`config.mk`:
```
export PLATFORM = sky130hd
export DESIGN_NAME = decimal_entry_converter_flat
export DESIGN_NICKNAME = d
export VERILOG_FILES = /design/src/rtl/decimal_entry_converter_pkg.sv /design/src/rtl/decimal_entry_converter_if.sv /design/src/rtl/decimal_entry_converter_button_edge_detect.sv /design/src/rtl/seven_segment_display.sv /design/src/rtl/decimal_entry_converter.sv /design/src/flat_wrapper.sv
export SDC_FILE = /design/constraint.sdc
export NUM_CORES = 1
export LEC_CHECK = 0
export BUFFER_PORTS_ARGS = -buffer_cell sky130_fd_sc_hd__buf_4
export CAP_MARGIN = 20
export CORE_AREA = 10 10 120 176
export DETAILED_ROUTE_END_ITERATION = 8
export DIE_AREA = 0 0 130 186
export SETUP_SLACK_MARGIN = 0.3
export SLEW_MARGIN = 20
export SYNTH_ARGS = -nofsm -noshare
export SYNTH_HDL_FRONTEND = slang
export SYNTH_SLANG_ARGS = --single-unit
```
`constraint.sdc`:
```
create_clock -name clk -period 5 [get_ports clk]
set_input_delay 1 -clock clk [delete_from_list [all_inputs] [get_ports clk]]
set_output_delay 1 -clock clk [all_outputs]
set_load 0.02 [all_outputs]
```
`src/rtl/decimal_entry_converter_pkg.sv`:
```
// Shared types and constants for the decimal entry converter.
package dec_entry_pkg;

    typedef enum logic [1:0] {
        IDLE = 2'd0,
        CONV = 2'd1,
        DONE = 2'd2
    } state_t;

    typedef logic [3:0] bcd_digit_t;

    localparam int ACC_W = 10;
    localparam logic [ACC_W-1:0] BIN_MAX = 10'd255;
    localparam bcd_digit_t DIGIT_MAX = 4'd9;

endpackage

```
`src/rtl/decimal_entry_converter_if.sv`:
```
// Button/switch inputs and display/result outputs of the decimal entry converter.
interface decimal_entry_converter_if;

    logic [3:0] switches;
    logic       digit_button;
    logic       convert_button;
    logic       clear_button;

    logic [7:0] red_leds;
    logic       overflow_flag;
    logic       invalid_flag;
    logic       busy;
    logic [6:0] HEX0;
    logic [6:0] HEX1;
    logic [6:0] HEX2;
    logic [6:0] HEX4;
    logic [6:0] HEX5;

    modport master (
        output switches, digit_button, convert_button, clear_button,
        input  red_leds, overflow_flag, invalid_flag, busy,
        input  HEX0, HEX1, HEX2, HEX4, HEX5
    );

    modport slave (
        input  switches, digit_button, convert_button, clear_button,
        output red_leds, overflow_flag, invalid_flag, busy,
        output HEX0, HEX1, HEX2, HEX4, HEX5
    );

endinterface

```
`src/rtl/decimal_entry_converter_button_edge_detect.sv`:
```
// Two-flop synchronizer plus rising-edge detector for an asynchronous push-button.
module button_edge_detect (
    input  logic clk,
    input  logic reset,
    input  logic button_i,
    output logic pulse_o
);

    logic sync0_q;
    logic sync1_q;
    logic prev_q;

    always_ff @(posedge clk) begin
        if (!reset) begin
            sync0_q <= 1'b0;
            sync1_q <= 1'b0;
            prev_q  <= 1'b0;
        end else begin
            sync0_q <= button_i;
            sync1_q <= sync0_q;
            prev_q  <= sync1_q;
        end
    end

    assign pulse_o = sync1_q & ~prev_q;

endmodule

```
`src/rtl/seven_segment_display.sv`:
```
// Hex nibble to active-low seven-segment pattern (segment order gfedcba).
module seven_segment_display (
    input  logic [3:0] value_i,
    output logic [6:0] seg_o
);

    always_comb begin
        seg_o = 7'b1111111;
        case (value_i)
            4'h0: seg_o = 7'b1000000;
            4'h1: seg_o = 7'b1111001;
            4'h2: seg_o = 7'b0100100;
            4'h3: seg_o = 7'b0110000;
            4'h4: seg_o = 7'b0011001;
            4'h5: seg_o = 7'b0010010;
            4'h6: seg_o = 7'b0000010;
            4'h7: seg_o = 7'b1111000;
            4'h8: seg_o = 7'b0000000;
            4'h9: seg_o = 7'b0010000;
            4'hA: seg_o = 7'b0001000;
            4'hB: seg_o = 7'b0000011;
            4'hC: seg_o = 7'b1000110;
            4'hD: seg_o = 7'b0100001;
            4'hE: seg_o = 7'b0000110;
            4'hF: seg_o = 7'b0001110;
            default: seg_o = 7'b1111111;
        endcase
    end

endmodule

```
`src/rtl/decimal_entry_converter.sv`:
```
// Decimal digit entry buffer with serial decimal-to-binary conversion.
// Define DEC_ENTRY_SATURATE_EN to saturate red_leds at 8'hFF on overflow instead of wrapping.
module decimal_entry_converter
    import dec_entry_pkg::*;
#(
    parameter int NUM_DIGITS = 3
) (
    input logic                      clk,
    input logic                      reset,
    decimal_entry_converter_if.slave dec_if
);

    localparam logic [ACC_W-1:0] TEN = 10'd10;

    logic digitPulse;
    logic convertPulse;
    logic clearPulse;

    state_t                      state_q,    state_d;
    bcd_digit_t [NUM_DIGITS-1:0] digitBuf_q, digitBuf_d;
    logic [ACC_W-1:0]            acc_q,      acc_d;
    logic [1:0]                  idx_q,      idx_d;
    logic [7:0]                  redLeds_q,  redLeds_d;
    logic                        overflow_q, overflow_d;
    logic                        invalid_q,  invalid_d;

    bcd_digit_t       curDigit;
    bcd_digit_t [2:0] hexDigit;

    button_edge_detect u_digit_edge (
        .clk      (clk),
        .reset    (reset),
        .button_i (dec_if.digit_button),
        .pulse_o  (digitPulse)
    );

    button_edge_detect u_convert_edge (
        .clk      (clk),
        .reset    (reset),
        .button_i (dec_if.convert_button),
        .pulse_o  (convertPulse)
    );

    button_edge_detect u_clear_edge (
        .clk      (clk),
        .reset    (reset),
        .button_i (dec_if.clear_button),
        .pulse_o  (clearPulse)
    );

    // Digit selected by the conversion index, most significant first.
    always_comb begin
        curDigit = '0;
        for (int i = 0; i < NUM_DIGITS; i++) begin
            if (idx_q == 2'(i)) begin
                curDigit = digitBuf_q[i];
            end
        end
    end

    always_comb begin
        state_d    = state_q;
        digitBuf_d = digitBuf_q;
        acc_d      = acc_q;
        idx_d      = idx_q;
        redLeds_d  = redLeds_q;
        overflow_d = overflow_q;
        invalid_d  = invalid_q;

        case (state_q)
            IDLE: begin
                if (clearPulse) begin
                    digitBuf_d = '0;
                    invalid_d  = 1'b0;
                end else if (convertPulse) begin
                    acc_d   = '0;
                    idx_d   = 2'(NUM_DIGITS - 1);
                    state_d = CONV;
                end else if (digitPulse) begin
                    if (dec_if.switches > DIGIT_MAX) begin
                        invalid_d = 1'b1;
                    end else begin
                        for (int i = NUM_DIGITS - 1; i > 0; i--) begin
                            digitBuf_d[i] = digitBuf_q[i-1];
                        end
                        digitBuf_d[0] = dec_if.switches;
                        invalid_d     = 1'b0;
                    end
                end
            end

            CONV: begin
                acc_d = acc_q * TEN + ACC_W'(curDigit);
                if (idx_q == 2'd0) begin
                    state_d = DONE;
                end else begin
                    idx_d = idx_q - 2'd1;
                end
            end

            DONE: begin
                if (acc_q > BIN_MAX) begin
                    overflow_d = 1'b1;
`ifdef DEC_ENTRY_SATURATE_EN
                    redLeds_d  = 8'hFF;
`else
                    redLeds_d  = acc_q[7:0];
`endif
                end else begin
                    overflow_d = 1'b0;
                    redLeds_d  = acc_q[7:0];
                end
                state_d = IDLE;
            end

            default: state_d = IDLE;
        endcase
    end

    always_ff @(posedge clk) begin
        if (!reset) begin
            state_q    <= IDLE;
            digitBuf_q <= '0;
            acc_q      <= '0;
            idx_q      <= '0;
            redLeds_q  <= '0;
            overflow_q <= 1'b0;
            invalid_q  <= 1'b0;
        end else begin
            state_q    <= state_d;
            digitBuf_q <= digitBuf_d;
            acc_q      <= acc_d;
            idx_q      <= idx_d;
            redLeds_q  <= redLeds_d;
            overflow_q <= overflow_d;
            invalid_q  <= invalid_d;
        end
    end

    // Display positions beyond the configured digit count show zero.
    always_comb begin
        hexDigit = '0;
        for (int i = 0; i < NUM_DIGITS; i++) begin
            hexDigit[i] = digitBuf_q[i];
        end
    end

    seven_segment_display u_hex0 (.value_i(hexDigit[0]),     .seg_o(dec_if.HEX0));
    seven_segment_display u_hex1 (.value_i(hexDigit[1]),     .seg_o(dec_if.HEX1));
    seven_segment_display u_hex2 (.value_i(hexDigit[2]),     .seg_o(dec_if.HEX2));
    seven_segment_display u_hex4 (.value_i(redLeds_q[3:0]),  .seg_o(dec_if.HEX4));
    seven_segment_display u_hex5 (.value_i(redLeds_q[7:4]),  .seg_o(dec_if.HEX5));

    assign dec_if.red_leds      = redLeds_q;
    assign dec_if.overflow_flag = overflow_q;
    assign dec_if.invalid_flag  = invalid_q;
    assign dec_if.busy          = (state_q != IDLE);

endmodule
```
`src/flat_wrapper.sv`:
```
// flat-port wrapper written by rule: the top's interface ports become plain ports
module decimal_entry_converter_flat import dec_entry_pkg::*;
#(
    parameter int NUM_DIGITS = 3
)
  (clk, reset, dec_if_switches, dec_if_digit_button, dec_if_convert_button, dec_if_clear_button, dec_if_red_leds, dec_if_overflow_flag, dec_if_invalid_flag, dec_if_busy, dec_if_HEX0, dec_if_HEX1, dec_if_HEX2, dec_if_HEX4, dec_if_HEX5);
  decimal_entry_converter_if dec_if_i ();
  input logic clk;
  input logic reset;
  input wire logic [$bits(dec_if_i.switches)-1:0] dec_if_switches;
  input wire logic [$bits(dec_if_i.digit_button)-1:0] dec_if_digit_button;
  input wire logic [$bits(dec_if_i.convert_button)-1:0] dec_if_convert_button;
  input wire logic [$bits(dec_if_i.clear_button)-1:0] dec_if_clear_button;
  output wire logic [$bits(dec_if_i.red_leds)-1:0] dec_if_red_leds;
  output wire logic [$bits(dec_if_i.overflow_flag)-1:0] dec_if_overflow_flag;
  output wire logic [$bits(dec_if_i.invalid_flag)-1:0] dec_if_invalid_flag;
  output wire logic [$bits(dec_if_i.busy)-1:0] dec_if_busy;
  output wire logic [$bits(dec_if_i.HEX0)-1:0] dec_if_HEX0;
  output wire logic [$bits(dec_if_i.HEX1)-1:0] dec_if_HEX1;
  output wire logic [$bits(dec_if_i.HEX2)-1:0] dec_if_HEX2;
  output wire logic [$bits(dec_if_i.HEX4)-1:0] dec_if_HEX4;
  output wire logic [$bits(dec_if_i.HEX5)-1:0] dec_if_HEX5;
  assign dec_if_i.switches = dec_if_switches;
  assign dec_if_i.digit_button = dec_if_digit_button;
  assign dec_if_i.convert_button = dec_if_convert_button;
  assign dec_if_i.clear_button = dec_if_clear_button;
  assign dec_if_red_leds = dec_if_i.red_leds;
  assign dec_if_overflow_flag = dec_if_i.overflow_flag;
  assign dec_if_invalid_flag = dec_if_i.invalid_flag;
  assign dec_if_busy = dec_if_i.busy;
  assign dec_if_HEX0 = dec_if_i.HEX0;
  assign dec_if_HEX1 = dec_if_i.HEX1;
  assign dec_if_HEX2 = dec_if_i.HEX2;
  assign dec_if_HEX4 = dec_if_i.HEX4;
  assign dec_if_HEX5 = dec_if_i.HEX5;
  decimal_entry_converter #(.NUM_DIGITS(NUM_DIGITS)) u_core (.clk(clk), .reset(reset), .dec_if(dec_if_i));
endmodule
```
## Word level (Yosys, flattened, before mapping)

Memory sizes are Yosys's and may differ from the RTL's. A register that Yosys moved wholly into a read port is not among the register bits.
Index checks and enable logic that the tools add are counted.

| word-level totals | value |
|---|---|
| register bits after elaboration | 45 |
| bits in latches | 0 |
| memory bits (writable) | 0 |
| memory bits (read-only) | 560 |
| bits of input ports | 9 |
| output and inout bits | 46 |
| word-level logic and storage cells | 87 |
| memories kept | 5 |

Memory list:

| memory | depth | width | read ports | clocked after Yosys merged registers in | wr ports | line | source |
|---|---|---|---|---|---|---|---|
| (no name shown) | 16 | 7 | 1 | 1 | 0 | seven_segment_display.sv:9 | `case (value_i)` |
| (no name shown) | 16 | 7 | 1 | 1 | 0 | seven_segment_display.sv:9 |  |
| (no name shown) | 16 | 7 | 1 | 1 | 0 | seven_segment_display.sv:9 |  |
| (no name shown) | 16 | 7 | 1 | 1 | 0 | seven_segment_display.sv:9 |  |
| (no name shown) | 16 | 7 | 1 | 1 | 0 | seven_segment_display.sv:9 |  |

| cells by class | value |
|---|---|
| add/subtract/negate cells | 2 |
| $mul | 1 |
| divide/modulo/power cells | 0 |
| magnitude comparators | 2 |
| eq/ne operators | 10 |
| shift-type cells | 0 |
| mux-type cells | 33 |
| bitwise operators | 6 |
| reduce and logical (&&, ||, !) cells | 10 |

Operators with widths:

| operator | count |
|---|---|
| 4-bit 2-to-1 mux | 13 |
| 12-bit 2-to-1 mux | 4 |
| 10-bit 2-to-1 mux | 2 |
| 10-bit case mux with 2 select lines | 1 |
| 2-bit 2-to-1 mux | 6 |
| 10-bit by 4-bit adder with 10-bit output | 1 |
| 10-bit by 8-bit greater-than comparator with 1-bit output (second input constant) | 1 |
| 10-bit by 3-bit multiplier with 9-bit output (second input constant) | 1 |
| 3-bit AND reduction | 3 |
| 2-bit case mux with 2 select lines | 2 |
| 4-bit AND reduction | 2 |
| 2-bit by 1-bit != test with 1-bit output (second input constant) | 3 |
| 2-bit != test (second input constant) | 3 |
| 2-bit nonzero test | 3 |
| 1-bit 2-to-1 mux | 5 |
| 2-bit by 1-bit == test with 1-bit output (second input constant) | 2 |
| 2-bit == test (second input constant) | 2 |
| 4-bit greater-than comparator (second input constant) | 1 |
| 2-bit zero test | 2 |
| 1-bit AND | 3 |
| 1-bit inverter | 3 |
| 2-bit by 1-bit subtractor with 2-bit output (second input constant) | 1 |

## Longest topological paths before layout

| depth | value |
|---|---|
| depth in word-level cells | 7 |
| gate-level depth with buffers | 14 |
| depth with buffers taken out | 14 |

## Hierarchy

A second synthesis with hierarchy kept.

| unflattened totals | value |
|---|---|
| cells, all modules | 386 |
| area, all modules | 3,555.9 µm² |

By module, submodules not included:

| module | times used | cells each | area each (µm²) |
|---|---|---|---|
| decimal_entry_converter | 1 | 205 | 1,901.8 |
| seven_segment_display | 5 | 32 | 275.3 |
| button_edge_detect | 3 | 7 | 92.6 |

## Worst setup path after synthesis

No wires, ideal clock.

| path | value |
|---|---|
| kind | input port to flip-flop |
| start point | in dec_if_switches[1] |
| end point | reg u_core.u_hex1.seg_o[3] (netlist name) |
| arrival | 3.145 ns |
| required time | 4.884 ns |
| slack | 1.739 ns |
| cell stages on the path | 9 |
| buffers on the path | 0 |
| cells stage by stage | o21ai_1 nand3_1 nor3_2 a22o_1 nand2_1 ha_1 nor3b_1 or4_1 o211a_1 |

| on the way | value |
|---|---|
| cells in the longest elaborated chain, start to end | 5 |

Ends and longest elaborated chain:

| item | line | source |
|---|---|---|
| start: declaration | flat_wrapper.sv:10 | `input wire logic [$bits(dec_if_i.switches)-1:0] dec_if_switches;` |
| 4-bit greater-than comparator | decimal_entry_converter.sv:80 | `if (dec_if.switches > DIGIT_MAX) begin` |
| 2-bit by 1-bit != test with 1-bit output (no source line) | n/a |  |
| 4-bit AND reduction (no source line) | n/a |  |
| 4-bit 2-to-1 mux (no source line) (2 in a row) | n/a |  |

Every way passes these cells.
A chain may end at the register's enable or synchronous reset.

## Final worst setup path

| path | value |
|---|---|
| start point | in dec_if_switches[1] |
| end point | reg u_core.u_hex1.seg_o[3] (netlist name) |

| on the way | value |
|---|---|
| cells in the longest elaborated chain, start to end | 5 |

Ends and longest elaborated chain:

| item | line |
|---|---|
| 4-bit greater-than comparator | decimal_entry_converter.sv:80 |
| 2-bit by 1-bit != test with 1-bit output (no source line) | n/a |
| 4-bit AND reduction (no source line) | n/a |
| 4-bit 2-to-1 mux (no source line) (2 in a row) | n/a |

Every way passes these cells.

==> impl_metrics.csv <==
group,metric,value,unit
grt,antenna_found_initial,0,
cts,post_cts_buffers,0,
yosys,ys_ff_latch,80,
grt,grt_max_degree,38,
cts,cts-htree-levels,3,
yosys,ys_seq_area_share,36.6,%
outcome,status,"completed",
final_layout,postLayoutCellArea,5290,sq um
floorplanning,fp.dieArea,24200,sq um
yosys,yosysTopAreaCell,"dfxtp_1",
critical_path,path_cells,"buf_4 > o21a_1 > nor3_4 > o21ai_0 > a22o_1 > nand2_1 > inv_1 > ha_1 > nand4_1 > a21oi_1 > or4_1 > o211a_1",
critical_path,cp_slowest_cell,"or4_1",
yosys,synth-async-reset-ratio,0,%
yosys,synthCells,482,
power,power_density,272,nW/um^2
final_layout,antenna_cells,0,
cts,root_buffer,"clkbuf_16",
yosys,synth_area_leaders,"dfxtp_1 (37%), ha_1 (13%), mux2i_1 (5.0%), nor2_1 (3.6%), o21ai_0 (3.2%)",
grt,grt_pass1_wl,17500,um
sta,period_minus_slack,3.40,ns
place,dp_hpwl,8090,um
yosys,avgSynthCellArea,9.08,sq um
yosys,synth_nets,540,
yosys,synth_top_area_share,36.6,%
drt,drcViolationCount,0,
worst_hold_path,worstHoldPathType,"reg -> reg",
power,leakagePower,0.00235,uW
sta,setup_viol,0,
critical_path,critPathLaunchType,"primary input",
cts,max-clock-path-buffers,2,
sta,slew_headroom,53.8,%
grt,overflow,0,
power,power,1440,uW
floorplanning,ios,55,
critical_path,path_max_fanout,9,
drt,vias,3538,
yosys,synth_edf_count,0,
floorplanning,row_count,60,
final_layout,syn_to_final_growth,21.0,%
floorplanning,core,17900,sq um
grt,groute.usage.overall,9.08,%
cts,ctsHoldBuffers,0,
final_layout,fin_nets,589,
yosys,synth.distinct_cells,68,
drt,routed_via_density,4.70,
drt,wire_per_inst,14.2,um
critical_path,slowest_delay,0.50,ns
drt,antenna_left,0,
yosys,yosysMostFrequentCell,"dfxtp_1",
final_layout,fill_cells,1893,
sta,finalSetupTns,0,ns
critical_path,crit_path_end_kind,"flip-flop",
grt,grt_pass1_vias,3514,
cts,worstSkewPairLatency,0.34,ns
critical_path,crit_buf_inv,2,
sta,final_max_slew_viol_count,0,
cts,path_clk_slew,0.07,ns
floorplanning,die_y,186,um
place,placed_area,4970,sq um
critical_path,crit_family,"simple AND/OR/NAND/NOR gates",
yosys,synth_commonest_cells,"dfxtp_1 (80), ha_1 (47), nor2_1 (42)",
drt,drtIter0Drc,287,
critical_path,arrival,3.64,ns
cts,ctsResizeCount,0,
final_layout,drive_above_1_share,17.2,%
drt,wirelength,10700,um
yosys,synth-main-ff-cell,"dfxtp_1",
critical_path,regToRegSetupSlack,2.03,ns
sta,hold_viol,0,
yosys,yosysWarnings,0,
critical_path,cp.required,5.24,ns
sta,rsz0062_at_grt,"no",
floorplanning,initial_core_util,24.5,%
cts,clock-sinks,80,
yosys,syn_area,4380,sq um
cts,cts-buffers-inserted,9,
drt,firstDrtPassIters,4,
sta,fin_skew,0.00776,ns
sta,fin_crit_sh,68.1,%
power,vdd_drop_max,0.000128,V
cts,cts_tree,"done",
sta,fmax,294,MHz
sta,tightest_slew,0.692,ns
place,port_buffers,54,
floorplanning,die_w,130,um
critical_path,crit_type,"in -> reg",
job,maxCapViolations,0,
place,gp_congestion,0.809,
-- per-stage QoR --
step	cells	hold WS (ns)	worst slack (ns)	utilization [%]
after floorplan	482	0.412	1.74	-
after global placement	737	0.417	1.35	27.8
after detailed placement	737	0.421	1.25	27.8
after CTS	753	0.436	1.61	29.6
after global routing	753	0.455	1.42	29.6
final	753	0.435	1.60	29.6
-- layout by cell type (no fill, tap or decap), drive strengths merged, types with 5 or more instances in the layout --
cell / instances
nor3: 11
xnor2: 6
nand4: 7
or2: 5
and2: 12
nand2b: 10
mux2i: 22
buf: 57
and3: 5
inv: 36
o21ai: 32
clkbuf: 10
nand3: 10
nor2: 45
a21o: 5
a21oi: 19
o22ai: 15
dfxtp: 80
nand2: 30
ha: 47
a22oi: 8
-- power by group --
group          internal (uW)  switching (uW)
sequential               645            4.26
clock                    440             279
combinational           25.2            45.6
-- area by class of cell --
cell class	count	area, sq um	area share [%]
multi-input combinational	346	2530	47.8
clock inverter	6	92.6	1.75
clock buffer	10	229	4.33
sequential	80	1600	30.3
tap	217	272	5.13
inverter	37	140	2.65
timing repair buffer	57	428	8.08
-- cell families after synthesis --
logic type	after synthesis	share of synthesized area, %
AND/OR/NAND/NOR	143	16.7
AO/OA/AOI/OAI	118	18.2
flip-flops	80	36.6
buffers and inverters	56	5.55
adder cells (fa/ha/maj)	49	14.4
multiplexers	25	6.06
XOR/XNOR	11	2.52
-- worst register-to-register path: stages, from the launching register on --
cell	delay (ns)
dfxtp_1	0.31
nor2b_2	0.19
nor3_4	0.36
o21ai_0	0.32
a22o_1	0.31
nand2_1	0.20
inv_1	0.09
ha_1	0.27
nand4_1	0.12
a21oi_1	0.07
or4_1	0.50
o211a_1	0.13
-- sequential cells by signal, indices dropped and copies added, names as in the netlist, 2 cells and up --
signal                  flops
u_core.idx_q                2
u_core.dec_if.red_leds      8
u_core.u_hex1.seg_o         7
u_core.u_hex5.seg_o         7
u_core.acc_q               10
u_core.u_hex4.seg_o         7
u_core.state_q              2
u_core.u_hex2.seg_o         7
u_core.digitBuf_q          12
u_core.u_hex0.seg_o         7
-- final timing paths --
path,from,to,depth (start not counted)
worst max register to register,u_core.u_convert_edge.sync1_q$_SDFF_PN0_,u_core.u_hex1.seg_o[3]$_DFF_P_,11
worst max-delay path,dec_if_switches[1],u_core.u_hex1.seg_o[3]$_DFF_P_,12
worst min register to register,u_core.u_clear_edge.sync0_q$_SDFF_PN0_,u_core.u_clear_edge.sync1_q$_SDFF_PN0_,1
worst min-delay path,u_core.u_clear_edge.sync0_q$_SDFF_PN0_,u_core.u_clear_edge.sync1_q$_SDFF_PN0_,1
-- routing by layer --
metal / GRT usage, % / vias to the layer above / routed length, um
met4: 3.43 / 0 / 158
met5: 0 / - / 0
met2: 16.6 / 67 / 5700
li1: - / 1809 / -
met1: 9.45 / 1649 / 4270
met3: 2.73 / 13 / 581
Note: power is estimated with default switching activity, not from simulation.
